`src/rtl/pc_seq_pkg.sv`:
```
// pc_seq_pkg: shared types and defaults for the next-PC / stall controller.
//   state_e     : controller FSM states
//   PC_W_DEF    : default PC width in bits
//   PC_STEP_DEF : default sequential PC increment
package pc_seq_pkg;

  localparam int PC_W_DEF    = 8;
  localparam int PC_STEP_DEF = 4;

  typedef enum logic [2:0] {
    ST_BOOT    = 3'd0,
    ST_RUN     = 3'd1,
    ST_LDSTALL = 3'd2,
    ST_MEMWAIT = 3'd3,
    ST_HALT    = 3'd4
  } state_e;

endpackage

```
`src/rtl/pc_seq_ctrl_if.sv`:
```
// pc_seq_ctrl_if: pipeline-side signals of the next-PC / stall controller.
//   master : pipeline (drives pc, ID/EX info, branch, halt, resume, mem_busy)
//   slave  : controller (drives npc, wpcir, flush, bubble, halted, stall_cnt)
interface pc_seq_ctrl_if
  import pc_seq_pkg::*;
#(
  parameter int PC_W = PC_W_DEF
);

  logic [PC_W-1:0] pc;
  logic [4:0]      id_rs;
  logic [4:0]      id_rt;
  logic            id_use_rs;
  logic            id_use_rt;
  logic            ex_m2reg;
  logic            ex_wreg;
  logic [4:0]      ex_rn;
  logic            id_br_taken;
  logic [PC_W-1:0] id_target;
  logic            id_halt;
  logic            resume;
  logic            mem_busy;

  logic [PC_W-1:0] npc;
  logic            wpcir;
  logic            flush;
  logic            bubble;
  logic            halted;
  logic [15:0]     stall_cnt;

  modport master (
    output pc, id_rs, id_rt, id_use_rs, id_use_rt, ex_m2reg, ex_wreg, ex_rn,
           id_br_taken, id_target, id_halt, resume, mem_busy,
    input  npc, wpcir, flush, bubble, halted, stall_cnt
  );

  modport slave (
    input  pc, id_rs, id_rt, id_use_rs, id_use_rt, ex_m2reg, ex_wreg, ex_rn,
           id_br_taken, id_target, id_halt, resume, mem_busy,
    output npc, wpcir, flush, bubble, halted, stall_cnt
  );

endinterface

```
`src/rtl/pc_seq_hazard.sv`:
```
// pc_seq_hazard: combinational load-use hazard detection.
//   ex_m2reg_i, ex_wreg_i, ex_rn_i : EX-stage load / write / destination
//   id_rs_i, id_rt_i               : ID-stage source registers
//   id_use_rs_i, id_use_rt_i       : ID instruction actually reads rs / rt
//   hazard_o                       : ID must wait for the load result
module pc_seq_hazard (
  input  logic       ex_m2reg_i,
  input  logic       ex_wreg_i,
  input  logic [4:0] ex_rn_i,
  input  logic [4:0] id_rs_i,
  input  logic [4:0] id_rt_i,
  input  logic       id_use_rs_i,
  input  logic       id_use_rt_i,
  output logic       hazard_o
);

  // r0 is hardwired zero, so a load targeting it never creates a dependency.
  assign hazard_o = ex_m2reg_i & ex_wreg_i & (ex_rn_i != 5'd0) &
                    ((id_use_rs_i & (ex_rn_i == id_rs_i)) |
                     (id_use_rt_i & (ex_rn_i == id_rt_i)));

endmodule

```
`src/rtl/pc_seq_ctrl.sv`:
```
// pc_seq_ctrl: next-PC and stall controller for the 8-bit pipelined CPU.
//   clk, rst_n : clock, asynchronous active-low reset
//   ctl        : pc_seq_ctrl_if.slave (pipeline inputs, npc/wpcir/flush/
//                bubble/halted/stall_cnt outputs)
// Optional feature macro PC_SEQ_PERF_EN: saturating stall-cycle counter on
// stall_cnt; when undefined stall_cnt is tied to zero.
//
// state      | meaning
// -----------+----------------------------------------------------------
// ST_BOOT    | first cycle after reset, NOP into IF/ID, PC forced to 0
// ST_RUN     | normal fetch; resolves mem stall, halt, load-use, branch
// ST_LDSTALL | extra load-use bubbles, ld_cnt counts down to 1
// ST_MEMWAIT | data memory busy, whole pipe frozen
// ST_HALT    | HALT in ID, waits for resume pulse
module pc_seq_ctrl
  import pc_seq_pkg::*;
#(
  parameter int PC_W     = PC_W_DEF,
  parameter int PC_STEP  = PC_STEP_DEF,
  parameter int LD_STALL = 1
) (
  input  logic          clk,
  input  logic          rst_n,
  pc_seq_ctrl_if.slave  ctl
);

  state_e          state_q, state_d;
  logic [1:0]      ld_cnt_q, ld_cnt_d;
  logic            hazard;
  logic [PC_W-1:0] pc_seq;
  logic [PC_W-1:0] npc_c;
  logic            wpcir_c, flush_c, bubble_c, halted_c;

  pc_seq_hazard u_hazard (
    .ex_m2reg_i  (ctl.ex_m2reg),
    .ex_wreg_i   (ctl.ex_wreg),
    .ex_rn_i     (ctl.ex_rn),
    .id_rs_i     (ctl.id_rs),
    .id_rt_i     (ctl.id_rt),
    .id_use_rs_i (ctl.id_use_rs),
    .id_use_rt_i (ctl.id_use_rt),
    .hazard_o    (hazard)
  );

  // Wraps modulo 2^PC_W by truncation.
  assign pc_seq = ctl.pc + PC_W'(PC_STEP);

  always_ff @(posedge clk or negedge rst_n) begin
    if (!rst_n) begin
      state_q  <= ST_BOOT;
      ld_cnt_q <= 2'd0;
    end else begin
      state_q  <= state_d;
      ld_cnt_q <= ld_cnt_d;
    end
  end

  always_comb begin
    state_d  = state_q;
    ld_cnt_d = ld_cnt_q;
    npc_c    = ctl.pc;
    wpcir_c  = 1'b0;
    flush_c  = 1'b0;
    bubble_c = 1'b0;
    halted_c = 1'b0;
    case (state_q)
      ST_BOOT: begin
        npc_c    = '0;
        flush_c  = 1'b1;
        bubble_c = 1'b1;
        state_d  = ST_RUN;
      end
      ST_RUN: begin
        if (ctl.mem_busy) begin
          state_d = ST_MEMWAIT;
        end else if (ctl.id_halt) begin
          bubble_c = 1'b1;
          state_d  = ST_HALT;
        end else if (hazard) begin
          // A single-cycle penalty is covered by this RUN cycle alone.
          bubble_c = 1'b1;
          if (LD_STALL > 1) begin
            ld_cnt_d = 2'(LD_STALL - 1);
            state_d  = ST_LDSTALL;
          end
        end else if (ctl.id_br_taken) begin
          npc_c   = ctl.id_target;
          wpcir_c = 1'b1;
          flush_c = 1'b1;
        end else begin
          npc_c   = pc_seq;
          wpcir_c = 1'b1;
        end
      end
      ST_LDSTALL: begin
        bubble_c = 1'b1;
        if (ctl.mem_busy) begin
          ld_cnt_d = 2'd0;
          state_d  = ST_MEMWAIT;
        end else begin
          ld_cnt_d = ld_cnt_q - 2'd1;
          if (ld_cnt_q == 2'd1) state_d = ST_RUN;
        end
      end
      ST_MEMWAIT: begin
        if (!ctl.mem_busy) state_d = ST_RUN;
      end
      ST_HALT: begin
        bubble_c = 1'b1;
        halted_c = 1'b1;
        if (ctl.resume) begin
          // Step past the HALT instruction and discard what sits in IF/ID.
          npc_c   = pc_seq;
          wpcir_c = 1'b1;
          flush_c = 1'b1;
          state_d = ST_RUN;
        end
      end
      default: state_d = ST_BOOT;
    endcase
  end

  assign ctl.npc    = npc_c;
  assign ctl.wpcir  = wpcir_c;
  assign ctl.flush  = flush_c;
  assign ctl.bubble = bubble_c;
  assign ctl.halted = halted_c;

`ifdef PC_SEQ_PERF_EN
  logic [15:0] stall_cnt_q, stall_cnt_d;

  always_comb begin
    stall_cnt_d = stall_cnt_q;
    if ((state_q != ST_BOOT) && !wpcir_c && (stall_cnt_q != 16'hFFFF))
      stall_cnt_d = stall_cnt_q + 16'd1;
  end

  always_ff @(posedge clk or negedge rst_n) begin
    if (!rst_n) stall_cnt_q <= 16'd0;
    else        stall_cnt_q <= stall_cnt_d;
  end

  assign ctl.stall_cnt = stall_cnt_q;
`else
  assign ctl.stall_cnt = 16'd0;
`endif

endmodule

```
`src/flat_wrapper.sv`:
```
// flat-port wrapper written by rule: the top's interface ports become plain ports
module pc_seq_ctrl_flat import pc_seq_pkg::*;
#(
  parameter int PC_W     = PC_W_DEF,
  parameter int PC_STEP  = PC_STEP_DEF,
  parameter int LD_STALL = 1
)
  (clk, rst_n, ctl_pc, ctl_id_rs, ctl_id_rt, ctl_id_use_rs, ctl_id_use_rt, ctl_ex_m2reg, ctl_ex_wreg, ctl_ex_rn, ctl_id_br_taken, ctl_id_target, ctl_id_halt, ctl_resume, ctl_mem_busy, ctl_npc, ctl_wpcir, ctl_flush, ctl_bubble, ctl_halted, ctl_stall_cnt);
  pc_seq_ctrl_if #(.PC_W(PC_W)) ctl_i ();
  input  logic clk;
  input  logic rst_n;
  input wire logic [$bits(ctl_i.pc)-1:0] ctl_pc;
  input wire logic [$bits(ctl_i.id_rs)-1:0] ctl_id_rs;
  input wire logic [$bits(ctl_i.id_rt)-1:0] ctl_id_rt;
  input wire logic [$bits(ctl_i.id_use_rs)-1:0] ctl_id_use_rs;
  input wire logic [$bits(ctl_i.id_use_rt)-1:0] ctl_id_use_rt;
  input wire logic [$bits(ctl_i.ex_m2reg)-1:0] ctl_ex_m2reg;
  input wire logic [$bits(ctl_i.ex_wreg)-1:0] ctl_ex_wreg;
  input wire logic [$bits(ctl_i.ex_rn)-1:0] ctl_ex_rn;
  input wire logic [$bits(ctl_i.id_br_taken)-1:0] ctl_id_br_taken;
  input wire logic [$bits(ctl_i.id_target)-1:0] ctl_id_target;
  input wire logic [$bits(ctl_i.id_halt)-1:0] ctl_id_halt;
  input wire logic [$bits(ctl_i.resume)-1:0] ctl_resume;
  input wire logic [$bits(ctl_i.mem_busy)-1:0] ctl_mem_busy;
  output wire logic [$bits(ctl_i.npc)-1:0] ctl_npc;
  output wire logic [$bits(ctl_i.wpcir)-1:0] ctl_wpcir;
  output wire logic [$bits(ctl_i.flush)-1:0] ctl_flush;
  output wire logic [$bits(ctl_i.bubble)-1:0] ctl_bubble;
  output wire logic [$bits(ctl_i.halted)-1:0] ctl_halted;
  output wire logic [$bits(ctl_i.stall_cnt)-1:0] ctl_stall_cnt;
  assign ctl_i.pc = ctl_pc;
  assign ctl_i.id_rs = ctl_id_rs;
  assign ctl_i.id_rt = ctl_id_rt;
  assign ctl_i.id_use_rs = ctl_id_use_rs;
  assign ctl_i.id_use_rt = ctl_id_use_rt;
  assign ctl_i.ex_m2reg = ctl_ex_m2reg;
  assign ctl_i.ex_wreg = ctl_ex_wreg;
  assign ctl_i.ex_rn = ctl_ex_rn;
  assign ctl_i.id_br_taken = ctl_id_br_taken;
  assign ctl_i.id_target = ctl_id_target;
  assign ctl_i.id_halt = ctl_id_halt;
  assign ctl_i.resume = ctl_resume;
  assign ctl_i.mem_busy = ctl_mem_busy;
  assign ctl_npc = ctl_i.npc;
  assign ctl_wpcir = ctl_i.wpcir;
  assign ctl_flush = ctl_i.flush;
  assign ctl_bubble = ctl_i.bubble;
  assign ctl_halted = ctl_i.halted;
  assign ctl_stall_cnt = ctl_i.stall_cnt;
  pc_seq_ctrl #(.PC_W(PC_W), .PC_STEP(PC_STEP), .LD_STALL(LD_STALL)) u_core (.clk(clk), .rst_n(rst_n), .ctl(ctl_i));
endmodule
```
`config.mk`:
```
export PLATFORM = sky130hd
export DESIGN_NAME = pc_seq_ctrl_flat
export DESIGN_NICKNAME = d
export VERILOG_FILES = /design/src/rtl/pc_seq_pkg.sv /design/src/rtl/pc_seq_ctrl_if.sv /design/src/rtl/pc_seq_hazard.sv /design/src/rtl/pc_seq_ctrl.sv /design/src/flat_wrapper.sv
export SDC_FILE = /design/constraint.sdc
export NUM_CORES = 1
export LEC_CHECK = 0
export CAP_MARGIN = 10
export CORE_UTILIZATION = 40
export CTS_CLUSTER_SIZE = 30
export DETAILED_ROUTE_END_ITERATION = 10
export DONT_BUFFER_PORTS = 1
export PLACE_DENSITY_LB_ADDON = 0.2
export RECOVER_POWER = 50
export SYNTH_ARGS = -nofsm -noshare
export SYNTH_HDL_FRONTEND = slang
export SYNTH_SLANG_ARGS = --single-unit
```
`constraint.sdc`:
```
create_clock -name clk -period 2.6 [get_ports clk]
set_input_delay 0.13 -clock clk [delete_from_list [all_inputs] [get_ports clk]]
set_output_delay 0.13 -clock clk [all_outputs]
set_load 0.01 [all_outputs]
```
==> results of run 1 <==
[sequential cells by signal, summed over array words and instances, names as in the netlist]
register	count
u_core.ld_cnt_q	2
u_core.state_q	3
[worst register-to-register path, delay by kind of cell, from the launching register on]
kind	cells	cell delay, ps
flip-flops	1	720
AND/OR/NAND/NOR	1	350
buffers and inverters	1	210
multiplexers	1	370
[area by class of cell]
type / count / area, sq um
clock buffer: 4 / 26.3
fill: 265 / 1460
tap: 30 / 37.5
sequential: 5 / 125
timing repair buffer: 1 / 10.0
inverter: 6 / 22.5
multi-input combinational: 136 / 842
[cells by family after synthesis]
logic type / count (synthesis)
AOI/OAI and AO/OA: 43
DFF: 5
adders and majority gates: 2
other: 1
and+or+nand+nor: 50
xor gates and xnor gates: 15
buffers and inverters: 29
muxes: 10
[per-layer routing]
| layer | vias up | global-route usage [%] | part of all wire (%) | wire [um] |
|---|---|---|---|---|
| met5 | - | 0 | 0 | 0 |
| li1 | 512 | - | - | - |
| met2 | 44 | 33.5 | 52 | 1300 |
| met4 | 0 | 3.85 | 0 | 0 |
| met3 | 0 | 3.39 | 7.0 | 174 |
| met1 | 478 | 17.3 | 41 | 1010 |
[power by group through the flow]
stage	Clock (mW)	Combinational [mW]	Sequential, mW
after CTS	0.0938	0.378	0.193
final	0.0905	0.372	0.195
after floorplan	0	0.402	0.126
after global routing	0.0971	0.419	0.208
after detailed placement	0	0.373	0.195
after global placement	0	0.370	0.193
[metrics by stage]
stage / area (sq um) / hold WS, ps / utilization, % / setup slack (ps)
floorplan: 1140 / -166 / - / 974
global placement: 1030 / -165 / 40.7 / 736
detailed placement: 1030 / -165 / 40.7 / 686
CTS: 1060 / 78.5 / 42.2 / 417
global route: 1060 / 82.0 / 42.2 / 228
finish: 1060 / 78.9 / 42.2 / 397
[worst min-delay path by stage]
| stage | startpoint | to | slack, ps | cells after the start |
|---|---|---|---|---|
| after floorplan | rst_n | u_core.ld_cnt_q[0] | -170 | 0 |
| after global placement | rst_n | u_core.ld_cnt_q[1] | -170 | 0 |
| after detailed placement | rst_n | u_core.ld_cnt_q[1] | -170 | 0 |
| after CTS | ctl_mem_busy | u_core.state_q[1] | 80 | 1 |
| after global routing | ctl_mem_busy | u_core.state_q[1] | 80 | 1 |
| final | ctl_id_halt | u_core.state_q[2] | 80 | 2 |
[cell usage in the layout (no fill, tap or decap)]
cell           Yosys  routed
o21ai_0           17      17
nand4_1            4       4
dfrtp_1            5       5
o311a_4            1       1
a31o_2             1       1
clkbuf_1           6       1
mux2_2             2       2
xor2_1             2       2
or4_1              2       2
a211oi_1           1       1
mux2i_1            8       8
clkbuf_4           0       3
o221a_2            1       1
o21bai_1           1       1
conb_1             1      16
a21o_1             1       1
a31oi_1            2       2
nand3_1            6       6
o32ai_1            1       1
a221oi_1           1       1
nand2_1           16      16
a21boi_4           1       1
ha_1               2       2
and4_1             1       1
nand2b_1           2       2
a21oi_1           10      10
nor2_1            14      14
inv_1              5       5
o22ai_1            1       1
nor3_1             2       2
a21o_2             1       1
xnor2_1           13      13
a41oi_1            1       1
o211ai_1           2       2
clkinv_1           1       1
nor3_2             1       1
or3_1              2       2
dlygate4sd3_1      0       1
==> key figures, run 1 <==
Route
  – DR iter-0 viols: 15
  – Drt first pass iters: 4
  – Via count: between 1,000 and 1,500
  – DR DRC count: 0
  – Vias per cell: between 5 and 6
  – Total Wirelength: roughly 2500 um
  – Drt wl/cell: 13.6 um
  – Post-route ant nets: 0

Power
  – Clock power frac: between 10% and 20%
  – Max IR drop VDD: around 0.45 mV
  – Reg power frac: about 30%
  – Internal: ~0.32 mW
  – LEAKAGE: 0.418 nW
  – Combinational Power Share: between 50% and 60%
  – Power Total: between 0.6 and 0.7 mW
  – Sw power: ~0.34 mW
  – Switching portion of total power: between 50% and 60%
  – Power per cell area: between 600 and 700 mW/mm^2

Worst setup path
  – Critical Path Stages: 5
  – Worst EP required: ~2500 ps
  – WP data arrival: 2070 ps
  – Worst path cell trace: nand2b_1, or4_1, a21oi_1, a21oi_1, o21ai_0
  – Crit-path slowest cell: dfrtp_1
  – R2r setup slk: ~800 ps
  – Max stage delay on crit path: between 500 and 600 ps
  – Reg-to-reg startpoint: u_core.state_q[1]
  – Critical Path Source: u_core.state_q[0]
  – Top delay family on crit path: simple AND/OR/NAND/NOR gates
  – Worst Setup Start Kind: flip-flop
  – Worst reg-to-reg path cell count: 3
  – Crit path kind: reg -> out
  – Buf/Inv on CP: 0
  – Worst Setup EP: ctl_npc[5]
  – CP Max Fanout: 21
  – Top cell by count, worst path: a21oi_1
  – Worst Setup End Kind: output pin
  – FF-to-FF End: u_core.ld_cnt_q[0]

Timing
  – Worst slew pin tran: roughly 600 ps
  – TNS Setup: 0 ps
  – Worst Clk Skew: 8.89 ps
  – Final period util: 84.7%
  – Hold Vio Cnt, Final: 0
  – RSZ-0062 raised after global routing: false
  – Final setup fails: 0
  – Slew Limit Fails: 0
  – Slew HR: around three fifths
  – Max Clock Freq: 0.454 GHz
  – Clock period minus worst slack: between 2000 and 2500 ps

GRT
  – Number of antenna violations at the first check in global routing: 0
  – Total GRT Usage: 16.7%
  – Gr ovfl total: 0
  – Largest net degree at the start of global routing: 23
  – Vias in the first global route: roughly 870
  – First-pass GRT wire length: ~3600 um

Synthesis
  – Post-synthesis area per instance: around 7.0 sq um
  – Synth area leader: dfrtp_1
  – Post-synthesis simple-gate area fraction: a little over a fifth
  – Count leader, synth: o21ai_0
  – Synthesized area: 0.00108 sq mm
  – Post-synthesis mux area share: a little under a tenth
  – Mapped Cells: ~160
  – Post-synthesis adder-cell area fraction: about 2.3%
  – Seq cells post-synth: 5
  – Synth cell count leaders: o21ai_0 (17), buf_4 (16), nand2_1 (16), nor2_1 (14), xnor2_1 (13)
  – Async set or reset register ratio after synthesis: 100%
  – Sequential-to-total area share from yosys stat: a little under an eighth
  – Synth top area cells: dfrtp_1 (12%), buf_4 (11%), xnor2_1 (11%)
  – Number of synthesized flops with an enable pin: 0
  – Synthesis Warnings: 0
  – Ys flop type: dfrtp_1
  – Synth Area in Compound Gates: 26.5%
  – Largest family of logic cells by synthesized area: compound AO/OA/AOI/OAI gates
  – Library cells used by synthesis: 38
  – Post-Synth XOR/XNOR Area: between 10% and 20%
  – Synth top area share: between 10% and 20%

Run
  – Max-Cap Viols: 0

Final layout
  – Number of antenna diodes: 0
  – Final #Nets: 196
  – Synthesis-to-layout area growth: -1.62%
  – Layout cells sized above 1: around 7.2%
  – Final cell count without fillers: ~180

Floorplan
  – Die X: between 50 and 60 um
  – Die height: approximately 54 um
  – Die ar.: ~0.003 sq mm
  – Num rows: 18
  – Initial Util: between 40% and 50%
  – I/O pin count: ~70
  – Core ar.: between 0.002 and 0.003 sq mm

Clocking
  – Clock slew at reported path FFs: 50 ps
  – CTS tree: yes
  – Postcts setup bufs: 0
  – CTS buffer count: 3
  – Clk Latency, worst-skew pair: between 200 and 250 ps
  – Hold_buf cts: 1
  – Clk root buf: clkbuf_4
  – PostCTS Resize Cnt: 0
  – Bufs on Longest Clock Path: 2
  – CTS Sinks: 5
  – H-tree levels: 1

Hold path
  – HP Class: in -> reg

Place
  – Detail Placement HPWL: around 2000 um
  – PortBufs: 0
  – Placer Congestion: approximately 0.73
  – Placed Cells: around 180

Run status
  – Status: complete, no violations
No activity file was read; power rests on OpenSTA's default activity.
==> run 2, diff against run 1 <==
- clock period: 2.6 -> 2.2 ns (I/O delays scaled with it)
==> run 2 against run 1 <==
  * Sequential cell count stayed put
  * Largest cell class unchanged
  * Die area stayed put
  * Sequential power is 6% lower
  * Combinational power is 41% higher
  * Clock skew is 5.7 ps lower
==> key figures, run 2 (synthesized netlist as in run 1, its figures left out) <==
Timing
  – Final period util: between 80 and 90%
  – Final setup fails: 0 (unchanged)
  – Clock period minus worst slack: 1880 ps
  – Worst Clk Skew: 3.20 ps (-5.68 ps)
  – Slew Limit Fails: 0 (unchanged)
  – Worst Hold Margin: 51.0 ps (-27.9 ps)
  – Worst Setup Slack, final: 319 ps (-77.7 ps)
  – TNS Setup: 0 ps (unchanged)
  – Hold Vio Cnt, Final: 0 (unchanged)
  – RSZ-0062 raised after global routing: false
  – Max Clock Freq: between 0.5 and 0.6 GHz

Final layout
  – Commonest cells after routing, fill and taps aside: o21ai_0 (17), nand2_1 (16), conb_1 (16)
  – Layout cells sized above 1: 7.69% (+0.46 points)
  – Most flops, register: u_core.state_q
  – Most common cell after layout, fill and taps aside: o21ai_0
  – Final non-filler cell area: 0.00108 sq mm (+1.8%)
  – Fillcell total: 278 (+4.9%)
  – Largest regs: u_core.state_q (3), u_core.ld_cnt_q (2)
  – Synthesis-to-layout area growth: 0.116%
  – Final #Nets: 200 (+2.0%)
  – Number of flip-flops in the largest register: 3 (unchanged)
  – Number of antenna diodes: 0 (unchanged)

Power
  – LEAKAGE: 0.426 nW (+1.9%)
  – Max IR drop VDD: 0.514 mV (+14%)
  – Power per cell area: 751 mW/mm^2 (+22%)

Clocking
  – Clk root buf: clkbuf_4
  – CTS buffer count: 3 (unchanged)
  – H-tree levels: 1 (unchanged)
  – Clock slew at reported path FFs: 40 ps (about the same)
  – CTS tree: yes
  – Clk Latency, worst-skew pair: 240 ps (about the same)
  – CTS Sinks: 5 (unchanged)
  – Bufs on Longest Clock Path: 2 (unchanged)
  – PostCTS Resize Cnt: 0 (unchanged)

Worst setup path
  – CP Max Fanout: 16 (-24%)
  – Reg-to-reg startpoint: u_core.state_q[1]
  – Crit path kind: reg -> out
  – Worst Setup EP: ctl_npc[5]
  – Worst Setup Start Kind: flip-flop
  – Worst EP required: 2090 ps (-380 ps)
  – Critical Path Source: u_core.state_q[1]
  – Worst Setup End Kind: output pin
  – Worst reg-to-reg path cell count: 3 (unchanged)
  – FF-to-FF End: u_core.ld_cnt_q[0]
  – R2r setup slk: 550 ps (-270 ps)
  – WP data arrival: 1770 ps (-300 ps)

Place
  – Detail Placement HPWL: 2090 um (+4.9%)
  – DP Area: 0.00106 sq mm (+2.9%)
  – PortBufs: 0 (unchanged)
  – Place WS: 453 ps (-233 ps)
  – Placer Congestion: 0.749 (+3.1%)

GRT
  – Gr ovfl total: 0 (unchanged)
  – Total GRT Usage: 16.9% (+0.19 points)
  – Vias in the first global route: 901 (+4.0%)
  – First-pass GRT wire length: 3620 um (+0.58%)
  – Largest net degree at the start of global routing: 21 (-8.7%)
  – Met1 GRT Util: 17.9% (+0.56 points)
  – Number of antenna violations at the first check in global routing: 0 (unchanged)
  – Routing usage on met2: 33.1% (-0.41 points)
  – Grt peak-use layer: met2
  – GR Util met3: 3.39% (unchanged)

Route
  – Drt first pass iters: 4 (unchanged)
  – Drt wl/cell: 14.1 um (+3.6%)
  – Via count: 1,056 (+2.1%)
  – Total Wirelength: 2630 um (+5.8%)
  – DR iter-0 viols: 15 (unchanged)
  – Post-route ant nets: 0 (unchanged)
  – DR DRC count: 0 (unchanged)
  – Vias per cell: 5.68 (about the same)

Floorplan
  – Die X: 54.0 um (unchanged)
  – Core ar.: 0.00252 sq mm (unchanged)
  – Die height: 54.0 um (unchanged)
  – Die ar.: 0.00291 sq mm (unchanged)
  – Num rows: 18 (unchanged)
  – I/O pin count: 69 (unchanged)
  – Initial Util: 42.9% (unchanged)

Hold path
  – HP Class: in -> reg
  – Hold Path Cell Cnt: 1 (-1)

Run status
  – Status: complete, no violations

Run
  – Max-Cap Viols: 0 (unchanged)
-- run 2: cell count changes in the layout (fill, tap and decap cells not counted), sizes merged --
cell,previous run,this run
clkbuf,4,7
buf,0,1
-- run 2: worst min path at each step --
stage | slack [ps] | startpoint | end
after detailed placement | -190 | rst_n | u_core.ld_cnt_q[1]
after floorplan | -190 | rst_n | u_core.ld_cnt_q[0]
after CTS | 50 | ctl_mem_busy | u_core.state_q[1]
final | 50 | ctl_mem_busy | u_core.state_q[1]
after global routing | 50 | ctl_mem_busy | u_core.state_q[1]
after global placement | -190 | rst_n | u_core.ld_cnt_q[1]
-- run 2: report_power, final --
group	switching, mW	total, mW	internal (mW)
Sequential	0.0544	0.183	0.129
Combinational	0.327	0.523	0.196
Clock	0.0377	0.106	0.0686
-- run 2: layer usage --
layer / up-vias / share of wire, %
met3: 0 / 6.3
met2: 45 / 51
met5: - / 0
met1: 489 / 42
met4: 0 / 0
li1: 522 / -
-- run 2: final cells by class --
cell class / count / area [sq um] / share of cell area, %
timing repair buffer: 5 / 28.8 / 2.66
multi-input combinational: 136 / 842 / 77.8
tap: 30 / 37.5 / 3.47
sequential: 5 / 125 / 11.6
clock buffer: 4 / 26.3 / 2.43
inverter: 6 / 22.5 / 2.08
-- run 2: repair_timing --
action | CTS | global route
setup buffers | 0 | 0
endpoints found under the setup margin | 0 | 0
hold buffers | 1 | 0
hold endpoints to repair | 5 | 0
-- run 2: critical path: stages (launching register included) --
cell and delay (ps):
dfrtp_1 540, or4_1 580, a21oi_1 160, a21oi_1 60
o21ai_0 180
-- run 2: per-stage QoR --
stage	power (mW)	util [%]	instances
after floorplan	0.625	-	170
after global placement	0.695	41.9	181
after detailed placement	0.717	41.9	181
after CTS	0.829	43.4	186
after global routing	0.882	42.9	186
final	0.813	42.9	186
==> run 3, diff against run 2 <==
- clock period: 2.2 -> 1.6 ns (I/O delays scaled with it)
==> run 3 against run 2 <==
  * Wire length is essentially flat
  * Combinational power grew 82%
  * Register-to-register slack lost 430 ps
  * First-iteration DRC count grew 6.7%
  * Utilization grew 6.2 points
  * The flow now finishes with violations (negative setup slack)
  * Design area grew 14%
  * Power grew 63%
  * Clock skew grew 1.4 ps
  * Worst setup slack lost 460 ps
==> key figures, run 3 (synthesized netlist as in run 1, its figures left out) <==
Timing
  – Final period util: 109%
  – Hold Vio Cnt, Final: 0 (unchanged)
  – Worst Setup Slack, final: -138 ps (-457 ps)
  – Worst Clk Skew: 4.59 ps (+1.39 ps)
  – Clock period minus worst slack: roughly 1700 ps
  – TNS Setup: -362 ps (-362 ps)
  – RSZ-0062 raised after global routing: true
  – Max Clock Freq: 0.575 GHz
  – Slew Limit Fails: 0 (unchanged)
  – Final setup fails: 4 (+4)

Route
  – Vias per cell: 5.54 (-2.5%)
  – DR DRC count: 0 (unchanged)
  – Total Wirelength: 2630 um (about the same)
  – Drt wl/cell: 13.2 um (-6.5%)
  – Drt first pass iters: 4 (unchanged)
  – DR iter-0 viols: 16 (+1)
  – Post-route ant nets: 0 (unchanged)
  – Via count: 1,102 (+4.4%)

Worst setup path
  – CP Max Fanout: 7 (-9)
  – Worst reg-to-reg path cell count: 4 (+1)
  – WP data arrival: 1660 ps (-110 ps)
  – Crit path kind: reg -> out
  – Worst EP required: 1520 ps (-570 ps)
  – Worst Setup Start Kind: flip-flop
  – Worst Setup End Kind: output pin

Floorplan
  – I/O pin count: 69 (unchanged)
  – Initial Util: 42.9% (unchanged)
  – Die ar.: 0.00291 sq mm (unchanged)
  – Core ar.: 0.00252 sq mm (unchanged)
  – Die X: 54.0 um (unchanged)
  – Die height: 54.0 um (unchanged)
  – Num rows: 18 (unchanged)

GRT
  – Gr ovfl total: 0 (unchanged)
  – Number of antenna violations at the first check in global routing: 0 (unchanged)
  – Total GRT Usage: 17.7% (+0.79 points)
  – First-pass GRT wire length: 3890 um (+7.6%)
  – Vias in the first global route: 962 (+6.8%)
  – Largest net degree at the start of global routing: 21 (unchanged)

Clocking
  – Clock slew at reported path FFs: 50 ps (about the same)
  – CTS tree: yes
  – Clk Latency, worst-skew pair: 240 ps (about the same)
  – Bufs on Longest Clock Path: 2 (unchanged)
  – Clk root buf: clkbuf_4
  – CTS buffer count: 3 (unchanged)
  – H-tree levels: 1 (unchanged)
  – CTS Sinks: 5 (unchanged)

Power
  – Power per cell area: 1070 mW/mm^2 (+43%)
  – Max IR drop VDD: 0.844 mV (+64%)
  – Power Total: 1.33 mW (+63%)
  – LEAKAGE: 0.516 nW (+21%)

Final layout
  – Final non-filler cell area: 0.00124 sq mm (+14%)
  – Final #Nets: 213 (+6.5%)
  – Largest regs: u_core.state_q (3), u_core.ld_cnt_q (2)
  – Commonest cells after routing, fill and taps aside: nand2_1 (16), o21ai_0 (16), conb_1 (16)
  – Layout cells sized above 1: 20.7% (+13 points)
  – Number of flip-flops in the largest register: 3 (unchanged)
  – Most flops, register: u_core.state_q
  – Core Util, Final: 49.1% (+6.2 points)
  – Footprint of the multi-input gates: 872 sq um (+3.6%)
  – Fillcell total: 249 (-10%)
  – Reg area: 126 sq um (+1.0%)
  – Synthesis-to-layout area growth: 14.6%
  – Number of antenna diodes: 0 (unchanged)

Place
  – DP Area: 0.00116 sq mm (+9.7%)
  – Placer Congestion: 0.808 (+7.8%)
  – PortBufs: 0 (unchanged)
  – Place WS: -22.3 ps (-475 ps)
  – Detail Placement HPWL: 2080 um (-0.22%)

Hold path
  – HP Class: in -> reg
  – Hold Path Cell Cnt: 1 (unchanged)

Run status
  – Violated checks: negative setup slack
  – Status: complete, but fails checks

Run
  – Max-Cap Viols: 0 (unchanged)
==> run 3: changes by cell type in the layout (fill, tap and decap cells not counted), sizes merged <==
cell | previous run | this run
buf | 1 | 17
clkbuf | 7 | 4
==> run 3: layer usage <==
metal | wire length [um] | vias up | part of all wire (%) | global-route usage [%]
met5 | 0 | - | 0 | 0
met4 | 0 | 0 | 0 | 0
met3 | 147 | 0 | 5.6 | 3.95
met2 | 1400 | 38 | 53 | 35.2
met1 | 1080 | 510 | 41 | 20.0
li1 | - | 554 | - | -
==> run 3: layout make-up <==
cell class	instances	share of cell area, %
well taps	30	3.03
flip-flops and latches	5	10.2
repair buffers	18	12.4
clock buffers	4	2.12
inverters	6	1.82
multi-input cells	136	70.4
==> run 3: final timing paths <==
check,startpoint,end,slack (ps)
max reg2reg,u_core.state_q[0],u_core.ld_cnt_q[0],120
min,ctl_mem_busy,u_core.state_q[1],20
min in group asynchronous,rst_n,u_core.state_q[2],130
max,u_core.state_q[0],ctl_npc[6],-140
min reg2reg,u_core.ld_cnt_q[0],u_core.ld_cnt_q[0],540
max in group asynchronous,rst_n,u_core.state_q[1],1250
==> run 3: per-stage QoR <==
stage / instances / hold WS (ps)
final: 199 / 24.7
after global routing: 199 / 23.6
after CTS: 198 / 22.7
after detailed placement: 193 / -215
after global placement: 193 / -215
after floorplan: 170 / -216
==> run 3: worst max-delay path, cell delays in order, from the launching register on <==
cell	delay (ps)
dfrtp_1	370
nand2b_4	170
or4_1	460
a21oi_1	140
a21oi_1	50
o21ai_0	80
buf_4	150
==> run 3: what timing repair did <==
action                                  CTS  global route
buffers inserted                          1             1
pin swaps                                 3             0
hold buffers                              1             0
endpoints found under the setup margin    5             8
endpoints found under the hold margin     5             0
resized for setup                         5             5
==> run 3: where the power goes <==
| group | internal, mW | switching (mW) | leakage (nW) |
|---|---|---|---|
| logic | 0.450 | 0.504 | 0.441 |
| clock network | 0.0943 | 0.0517 | 0.0150 |
| registers | 0.180 | 0.0467 | 0.0601 |
